File: src/rtl/param_updown_counter.sv
// Synchronous modulo-N up/down counter with a built-in prescaler.
// Every flop is clocked by clk; there is no ripple or derived clock.
// Priority on each edge: clr > load > count step > hold.
// In wrap mode (SATURATE=0) the counter wraps at either range end and raises wrap.
// In saturate mode (SATURATE=1) it holds at a range end and raises sat.
// tc can be used to cascade instances for wider counts.
module param_updown_counter #(
    parameter int WIDTH    = 8,
    parameter int MOD_VAL  = 256,
    parameter int PRESCALE = 1,
    parameter int SATURATE = 0
) (
    input  logic             clk,
    input  logic             rst,
    input  logic             en,
    input  logic             up,
    input  logic             clr,
    input  logic             load,
    input  logic [WIDTH-1:0] load_val,
    output logic [WIDTH-1:0] cnt,
    output logic             tc,
    output logic             step,
    output logic             wrap,
    output logic             sat
);

    // Prescaler width; one bit is kept even when PRESCALE=1 so the vector is never empty.
    localparam int PW = (PRESCALE > 1) ? $clog2(PRESCALE) : 1;

    // Highest legal count. With MOD_VAL = 2^WIDTH this is all ones.
    localparam logic [WIDTH-1:0] MAX_CNT  = WIDTH'(MOD_VAL - 1);
    localparam logic [WIDTH:0]   MOD_EXT  = (WIDTH + 1)'(MOD_VAL);
    localparam logic [PW-1:0]    PRE_LAST = PW'(PRESCALE - 1);
    localparam logic [WIDTH-1:0] CNT_ONE  = WIDTH'(1'b1);
    localparam logic [PW-1:0]    PRE_ONE  = PW'(1'b1);

    logic [WIDTH-1:0] cnt_r;
    logic [PW-1:0]    pre_r;
    logic             step_r;
    logic             wrap_r;
    logic             sat_r;

    logic [WIDTH-1:0] cnt_nxt_s;
    logic [PW-1:0]    pre_nxt_s;
    logic             step_nxt_s;
    logic             wrap_nxt_s;
    logic             sat_nxt_s;

    // Clamp a load value to the top of the range.
    // The compare uses one extra bit so that MOD_VAL = 2^WIDTH does not overflow.
    function automatic logic [WIDTH-1:0] clamp_load(input logic [WIDTH-1:0] val);
        logic [WIDTH-1:0] res;
        if ({1'b0, val} >= MOD_EXT) begin
            res = MAX_CNT;
        end else begin
            res = val;
        end
        return res;
    endfunction

    // Next-state logic: clear, load, prescaled step with wrap/saturate handling, or hold.
    always_comb begin
        cnt_nxt_s  = cnt_r;
        pre_nxt_s  = pre_r;
        step_nxt_s = 1'b0;
        wrap_nxt_s = 1'b0;
        sat_nxt_s  = sat_r;
        if (clr) begin
            cnt_nxt_s = {WIDTH{1'b0}};
            pre_nxt_s = {PW{1'b0}};
            sat_nxt_s = 1'b0;
        end else if (load) begin
            cnt_nxt_s = clamp_load(load_val);
            pre_nxt_s = {PW{1'b0}};
            sat_nxt_s = 1'b0;
        end else if (en) begin
            if (pre_r == PRE_LAST) begin
                // This enabled cycle completes a prescale interval, so a step occurs.
                pre_nxt_s  = {PW{1'b0}};
                step_nxt_s = 1'b1;
                if (up) begin
                    if (cnt_r != MAX_CNT) begin
                        cnt_nxt_s = cnt_r + CNT_ONE;
                        sat_nxt_s = 1'b0;
                    end else if (SATURATE != 0) begin
                        cnt_nxt_s = cnt_r;
                        sat_nxt_s = 1'b1;
                    end else begin
                        cnt_nxt_s  = {WIDTH{1'b0}};
                        wrap_nxt_s = 1'b1;
                        sat_nxt_s  = 1'b0;
                    end
                end else begin
                    if (cnt_r != {WIDTH{1'b0}}) begin
                        cnt_nxt_s = cnt_r - CNT_ONE;
                        sat_nxt_s = 1'b0;
                    end else if (SATURATE != 0) begin
                        cnt_nxt_s = cnt_r;
                        sat_nxt_s = 1'b1;
                    end else begin
                        cnt_nxt_s  = MAX_CNT;
                        wrap_nxt_s = 1'b1;
                        sat_nxt_s  = 1'b0;
                    end
                end
            end else begin
                // Mid-interval: advance the prescaler and leave the count unchanged.
                pre_nxt_s = pre_r + PRE_ONE;
            end
        end else begin
            // en low freezes both the prescale phase and the count.
            cnt_nxt_s = cnt_r;
            pre_nxt_s = pre_r;
        end
    end

    // State registers with asynchronous active-low reset.
    always_ff @(posedge clk or negedge rst) begin
        if (!rst) begin
            cnt_r  <= {WIDTH{1'b0}};
            pre_r  <= {PW{1'b0}};
            step_r <= 1'b0;
            wrap_r <= 1'b0;
            sat_r  <= 1'b0;
        end else begin
            cnt_r  <= cnt_nxt_s;
            pre_r  <= pre_nxt_s;
            step_r <= step_nxt_s;
            wrap_r <= wrap_nxt_s;
            sat_r  <= sat_nxt_s;
        end
    end

    assign cnt  = cnt_r;
    assign step = step_r;
    assign wrap = wrap_r;
    assign sat  = sat_r;

    // tc depends only on the current count and direction, not on en or the prescaler.
    assign tc = up ? (cnt_r == MAX_CNT) : (cnt_r == {WIDTH{1'b0}});

endmodule

File: config.mk
export PLATFORM = sky130hd
export DESIGN_NAME = param_updown_counter
export DESIGN_NICKNAME = d
export VERILOG_FILES = /design/src/rtl/param_updown_counter.sv
export SDC_FILE = /design/constraint.sdc
export NUM_CORES = 1
export LEC_CHECK = 0
export CAP_MARGIN = 20
export CORE_MARGIN = 4
export CORE_UTILIZATION = 30
export DETAILED_ROUTE_END_ITERATION = 7
export GPL_TIMING_DRIVEN = 0
export PLACE_DENSITY = 0.65
export SLEW_MARGIN = 20
export SYNTH_ARGS = -nofsm -noshare
export SYNTH_HDL_FRONTEND = slang
export SYNTH_SLANG_ARGS = --single-unit
File: constraint.sdc
create_clock -name clk -period 4.3 [get_ports clk]
set_input_delay 0.86 -clock clk [delete_from_list [all_inputs] [get_ports clk]]
set_output_delay 0.86 -clock clk [all_outputs]
set_load 0.03 [all_outputs]
Yosys cells after proc, flatten, opt, wreduce, memory -nomap -nowiden

Index checks and enable logic that the tools add are counted.

Register bits: 12
Bits in latches: 0
RAM bits: 0
Memory bits (read-only): 0
Output and inout port bits: 12
Word-level logic and storage cells: 42
Memories kept: 0

$add $sub $neg: 3
$mul: 0
Div/mod/pow operators: 0
Magnitude comparators: 0
Equal/unequal tests: 3
Shift-type cells: 0
Multiplexer cells: 27
Bitwise operators: 0
Reductions and logical operators: 4

Operators with widths:

| operator                                                           | count |
|---|---|
| 8-bit 2-to-1 mux                                                   | 7 |
| 1-bit 2-to-1 mux                                                   | 20 |
| 8-bit by 1-bit adder with 8-bit output, second input constant      | 1 |
| 8-bit equality test, second input constant                         | 1 |
| 8-bit zero test                                                    | 1 |
| 8-bit inequality test, second input constant                       | 1 |
| 8-bit nonzero test                                                 | 1 |
| 8-bit by 1-bit subtractor with 8-bit output, second input constant | 1 |
| 3-bit inequality test, second input constant                       | 1 |
| 3-bit nonzero test                                                 | 1 |
| 2-bit AND reduction                                                | 1 |
| 1-bit adder, second input constant                                 | 1 |

Depth between registers and ports, before layout

Depth in word-level cells: 7
Gate-level depth with buffers: 7
Mapped depth without buffers: 6

Worst setup path after synthesis

OpenSTA, ideal clock, no wires.

Path kind: reg2out
Start: reg cnt_r[1] (netlist: cnt[1])
End: out tc
Arrival: 1.514 ns
Data required time: 3.440 ns
Setup slack: 1.926 ns
Stages on the path, launching flop included: 5
Path buffers: 0
Cells stage by stage: dfrtp_1 ha_1 and3_1 nand4_1 nand2_1

Cells in the longest elaborated chain, start to end: 2

Ends and longest elaborated chain:

| what                                                          | line | source |
|---|---|---|
| start, declared                                               | 37   | `logic [WIDTH-1:0] cnt_r;` |
| start signal, assigned                                        | 120  | `cnt_r <= {WIDTH{1'b0}};` |
| start signal, assigned                                        | 126  | `cnt_r <= cnt_nxt_s;` |
| 8-bit equality test / 8-bit zero test (equally long branches) | 140  | `assign tc = up ? (cnt_r == MAX_CNT) : (cnt_r == {WIDTH{1'b0}});` |
| 1-bit 2-to-1 mux (*)                                          | 140  |  |
| end, declared                                                 | 21   | `output logic tc,` |

Mark *: on every way between the ends. The rest lies on a longest branch, timed or not.

Final worst setup path

Start: in up
End: out tc

Cells in the longest elaborated chain, start to end: 1

Ends and longest elaborated chain:

| what             | line | source |
|---|---|---|
| start, declared  | 16   | `input logic up,` |
| 1-bit 2-to-1 mux | 140  |  |

Every way passes these cells.

==> implementation parameters <==
Parameter                              Value

Synth
  Dominant combinational cell family by area after synthesis ... compound AO/OA/AOI/OAI gates
  Post-synthesis share of cell area spent on full adders, half adders and majority gates ... 4.01%
  Number of flops mapped to enable cells by yosys ... 0
  Synthesis-stage register bit count ... 10
  Syn nets ... approximately 140
  Sequential area share after synthesis ... 26.7%
  Fraction of registers with async set or reset after synthesis ... 100%
  Top cell types by occurrence after synthesis ... sky130_fd_sc_hd__o21ai_0 (13), sky130_fd_sc_hd__nand2_1 (11), sky130_fd_sc_hd__a21oi_1 (10), sky130_fd_sc_hd__dfrtp_1 (10), sky130_fd_sc_hd__inv_1 (7)
  Synth Area in Simple Gates ... between 20% and 30%
  Cell Area, Synth ... approximately 940 um2
  Post-Synth XOR/XNOR Area ... ~2.8%
  Gate count of the mapped netlist ... around 120
  Number of library cell types mapped by synthesis ... 39
  Fraction of post-synthesis cell area in the top cell type by area ... 26.7%
  Most instantiated library cell after synthesis ... sky130_fd_sc_hd__o21ai_0
  Biggest area consumer among synthesized cells ... sky130_fd_sc_hd__dfrtp_1
  Proportion of synthesized area in mux cells ... about 3.2%
  Total of warnings raised by yosys ... 0
  Fraction of the mapped netlist area in compound gates ... approximately 29%
  Largest cells by area after synthesis ... sky130_fd_sc_hd__dfrtp_1 (27%), sky130_fd_sc_hd__o21ai_0 (6.9%), sky130_fd_sc_hd__a21oi_1 (5.3%)
  Mean area per synthesized cell ... about 7.7 um2
  Main flop type after synthesis ... sky130_fd_sc_hd__dfrtp_1

Floorplan
  Die Y-Extent ... 63.9 um
  Standard-cell row count ... 20
  Die footprint ... about 4000 um2
  Die width ... approximately 64 um
  I/O pin count ... 26
  Floorplan Core Area ... about 3000 um2
  Initial Util ... a little under a third

Global route
  Number of global-route vias before repair ... between 1000 and 1500
  Global-route wire length before repair ... 4.86 mm
  Remaining Overflow, GRT ... 0
  Maximum number of pins on one net before global-route repair ... 11
  GRT Resource Usage Total ... 15.2%
  Number of antenna violations at the first check in global routing ... 0

Cells and area
  Final net count ... 167
  Synthesis-to-layout area growth ... 35.4%
  Fraction of final layout cells with drive strength greater than 1 ... 9.40%
  Diode count ... 0
  Fraction of the core area covered by cells at the end of the flow ... around two fifths

Power
  Static power due to leakage ... between 0.5 and 0.6 nW
  Maximum resistive drop on vdd ... 94.9 uV
  Total power ... roughly 0.00033 W
  Power density of the placed cells ... 258 nW/um2

Outcome
  Outcome ... finished, final reports clean

Critical path
  Crit path DAT ... 2.75 ns
  Endpoint required time on the critical path ... between 3 and 4 ns
  Sort of element at the end of the critical path ... output pin
  Startpoint Class ... primary input
  Crit path largest cell delay ... approximately 0.67 ns
  Crit-path cells ... clkdlybuf4s50_1 -> clkbuf_1 -> nand4_1 -> nand2_1 -> clkdlybuf4s50_1
  Count of cells along the worst register-to-register path ... 5
  Critical setup path kind ... primary input to output pin
  Critical path fanouts, max ... 10
  Slowest cell on crit path ... sky130_fd_sc_hd__clkdlybuf4s50_1
  Crit path top cell by count ... sky130_fd_sc_hd__clkdlybuf4s50_1

Clocking
  Number of post-CTS setup repair buffers ... 0
  CTS HTree Levels ... 1
  Master cell of the clock root buffer ... sky130_fd_sc_hd__clkbuf_4
  Maximum clock path buffer count ... 2
  Count of hold buffers inserted by post-cts repair ... 0
  Clock latency of the later-clocked register in the worst-skew pair ... approximately 0.27 ns
  Inserted Clock Buffers ... 3
  CTS Sinks ... 10
  Post-CTS clock slew at the launch and capture registers of the worst setup and hold paths ... 0.07 ns
  Cells resized by post-CTS repair ... 0
  CTS tree ... done

STA
  F_max ... ~280 MHz
  Final setup violating endpoints ... 0
  Minimum clock period after layout ... around 3.6 ns
  Layout Skew ... around 0.0086 ns
  Max-slew violation count ... 0
  Share of the clock period used by the worst path ... between 80 and 90%
  Setup_tns ... 0 ns
  Total count of hold-check failures in the final report ... 0
  RSZ-0062 raised after global routing ... false

Min path
  Hold crit path type ... flip-flop to flip-flop
  Number of cells on the worst hold path ... 3

Route
  Per-cell via count in the routed design ... approximately 5.5
  Count of vias placed by the detailed router ... 1056
  Number of antenna-violating nets in the routed design ... 0
  Sum of routed wire length over all layers ... roughly 2.9 mm
  First-iteration detailed-routing DRC count ... 56
  Drt wl/cell ... about 15 um
  DR DRC count ... 0
  Number of iterations in the first detailed-routing pass ... 4

Job
  Max-cap check violation count ... 0

Placed design
  Last weighted congestion value of the routability-driven placer ... slightly above 0.9
  Number of I/O port buffers ... 24
  Estimated wirelength of the detail-placed design ... approximately 2.2 mm
through the flow:
| stage | std cells | cell area, um2 | worst slack [ns] | hold WS [ns] |
|---|---|---|---|---|
| 6_report | 193 | 1270 | 0.686 | 0.799 |
| 5_1_grt | 193 | 1270 | 0.552 | 0.869 |
| 4_1_cts | 193 | 1270 | 0.689 | 0.799 |
| 3_5_place_dp | 189 | 1230 | 0.697 | 0.790 |
| 3_3_place_gp | 189 | 1230 | 0.679 | 0.763 |
| 2_1_floorplan | 121 | 937 | 1.93 | 0.564 |
worst max-delay path, delay by kind of cell:
kind,cells,cell delay [ns]
buf+inv,3,1.57
simple gates,2,0.33
logic make-up after synthesis:
group                      after synthesis
AOI/OAI and AO/OA                       41
xor gates and xnor gates                 3
adders and majority gates                3
buffers and inverters                   17
DFF                                     10
muxes                                    3
other                                    1
and+or+nand+nor                         43
layout by cell type (no fill, tap or decap), types with 2 or more instances in the layout:
master	Yosys	layout
sky130_fd_sc_hd__nor2_1	6	6
sky130_fd_sc_hd__ha_1	3	3
sky130_fd_sc_hd__xnor2_1	2	2
sky130_fd_sc_hd__or3_1	2	2
sky130_fd_sc_hd__a211oi_1	2	2
sky130_fd_sc_hd__dfrtp_1	10	10
sky130_fd_sc_hd__and3_1	5	5
sky130_fd_sc_hd__nand2_1	11	11
sky130_fd_sc_hd__nor3_1	3	3
sky130_fd_sc_hd__clkdlybuf4s50_1	0	24
sky130_fd_sc_hd__clkbuf_1	4	4
sky130_fd_sc_hd__a21oi_1	10	10
sky130_fd_sc_hd__inv_1	7	7
sky130_fd_sc_hd__o21ai_0	13	13
sky130_fd_sc_hd__mux2i_1	3	3
sky130_fd_sc_hd__a31oi_1	3	3
sky130_fd_sc_hd__a32o_1	3	3
sky130_fd_sc_hd__nand4_1	4	4
sky130_fd_sc_hd__buf_2	5	5
sky130_fd_sc_hd__nand3_1	5	5
sky130_fd_sc_hd__clkbuf_4	0	3
power breakdown:
group / switching, W / internal [W] / total, W
Combinational: 0.0000729 / 0.0000574 / 0.000130
Clock: 0.0000331 / 0.0000514 / 0.0000846
Sequential: 0.0000120 / 0.000100 / 0.000112
registers in the layout, indices dropped and copies added (netlist names):
name and count:
cnt 8, wrap 1, step 1
layout make-up:
type | instances | area [um2]
Clock buffer | 4 | 36.3
Buffer | 10 | 47.5
Sequential cell | 10 | 250
Tap cell | 44 | 55.1
Multi-Input combinational cell | 94 | 613
Timing Repair Buffer | 24 | 240
Fill cell | 312 | 1760
Inverter | 7 | 26.3
per-layer routing:
layer,track usage [%],vias to the layer above,part of all wire (%)
li1,-,508,-
met1,19.6,467,40
met2,21.9,68,44
met3,6.33,13,12
met4,7.01,0,4.2
met5,0,-,0
path summary, 6_finish.rpt:
path / endpoint / slack, ns / from
setup / recovery: tc / 0.69 / up
hold / removal: wrap$_DFF_PN0_ / 0.80 / cnt[4]$_DFFE_PN0P_
hold reg to reg: wrap$_DFF_PN0_ / 0.80 / cnt[4]$_DFFE_PN0P_
max in group asynchronous: cnt[7]$_DFFE_PN0P_ / 3.08 / rst
min in group asynchronous: cnt[6]$_DFFE_PN0P_ / 0.90 / rst
setup reg to reg: cnt[0]$_DFFE_PN0P_ / 2.38 / cnt[1]$_DFFE_PN0P_
(Power assumes the default switching activity.)
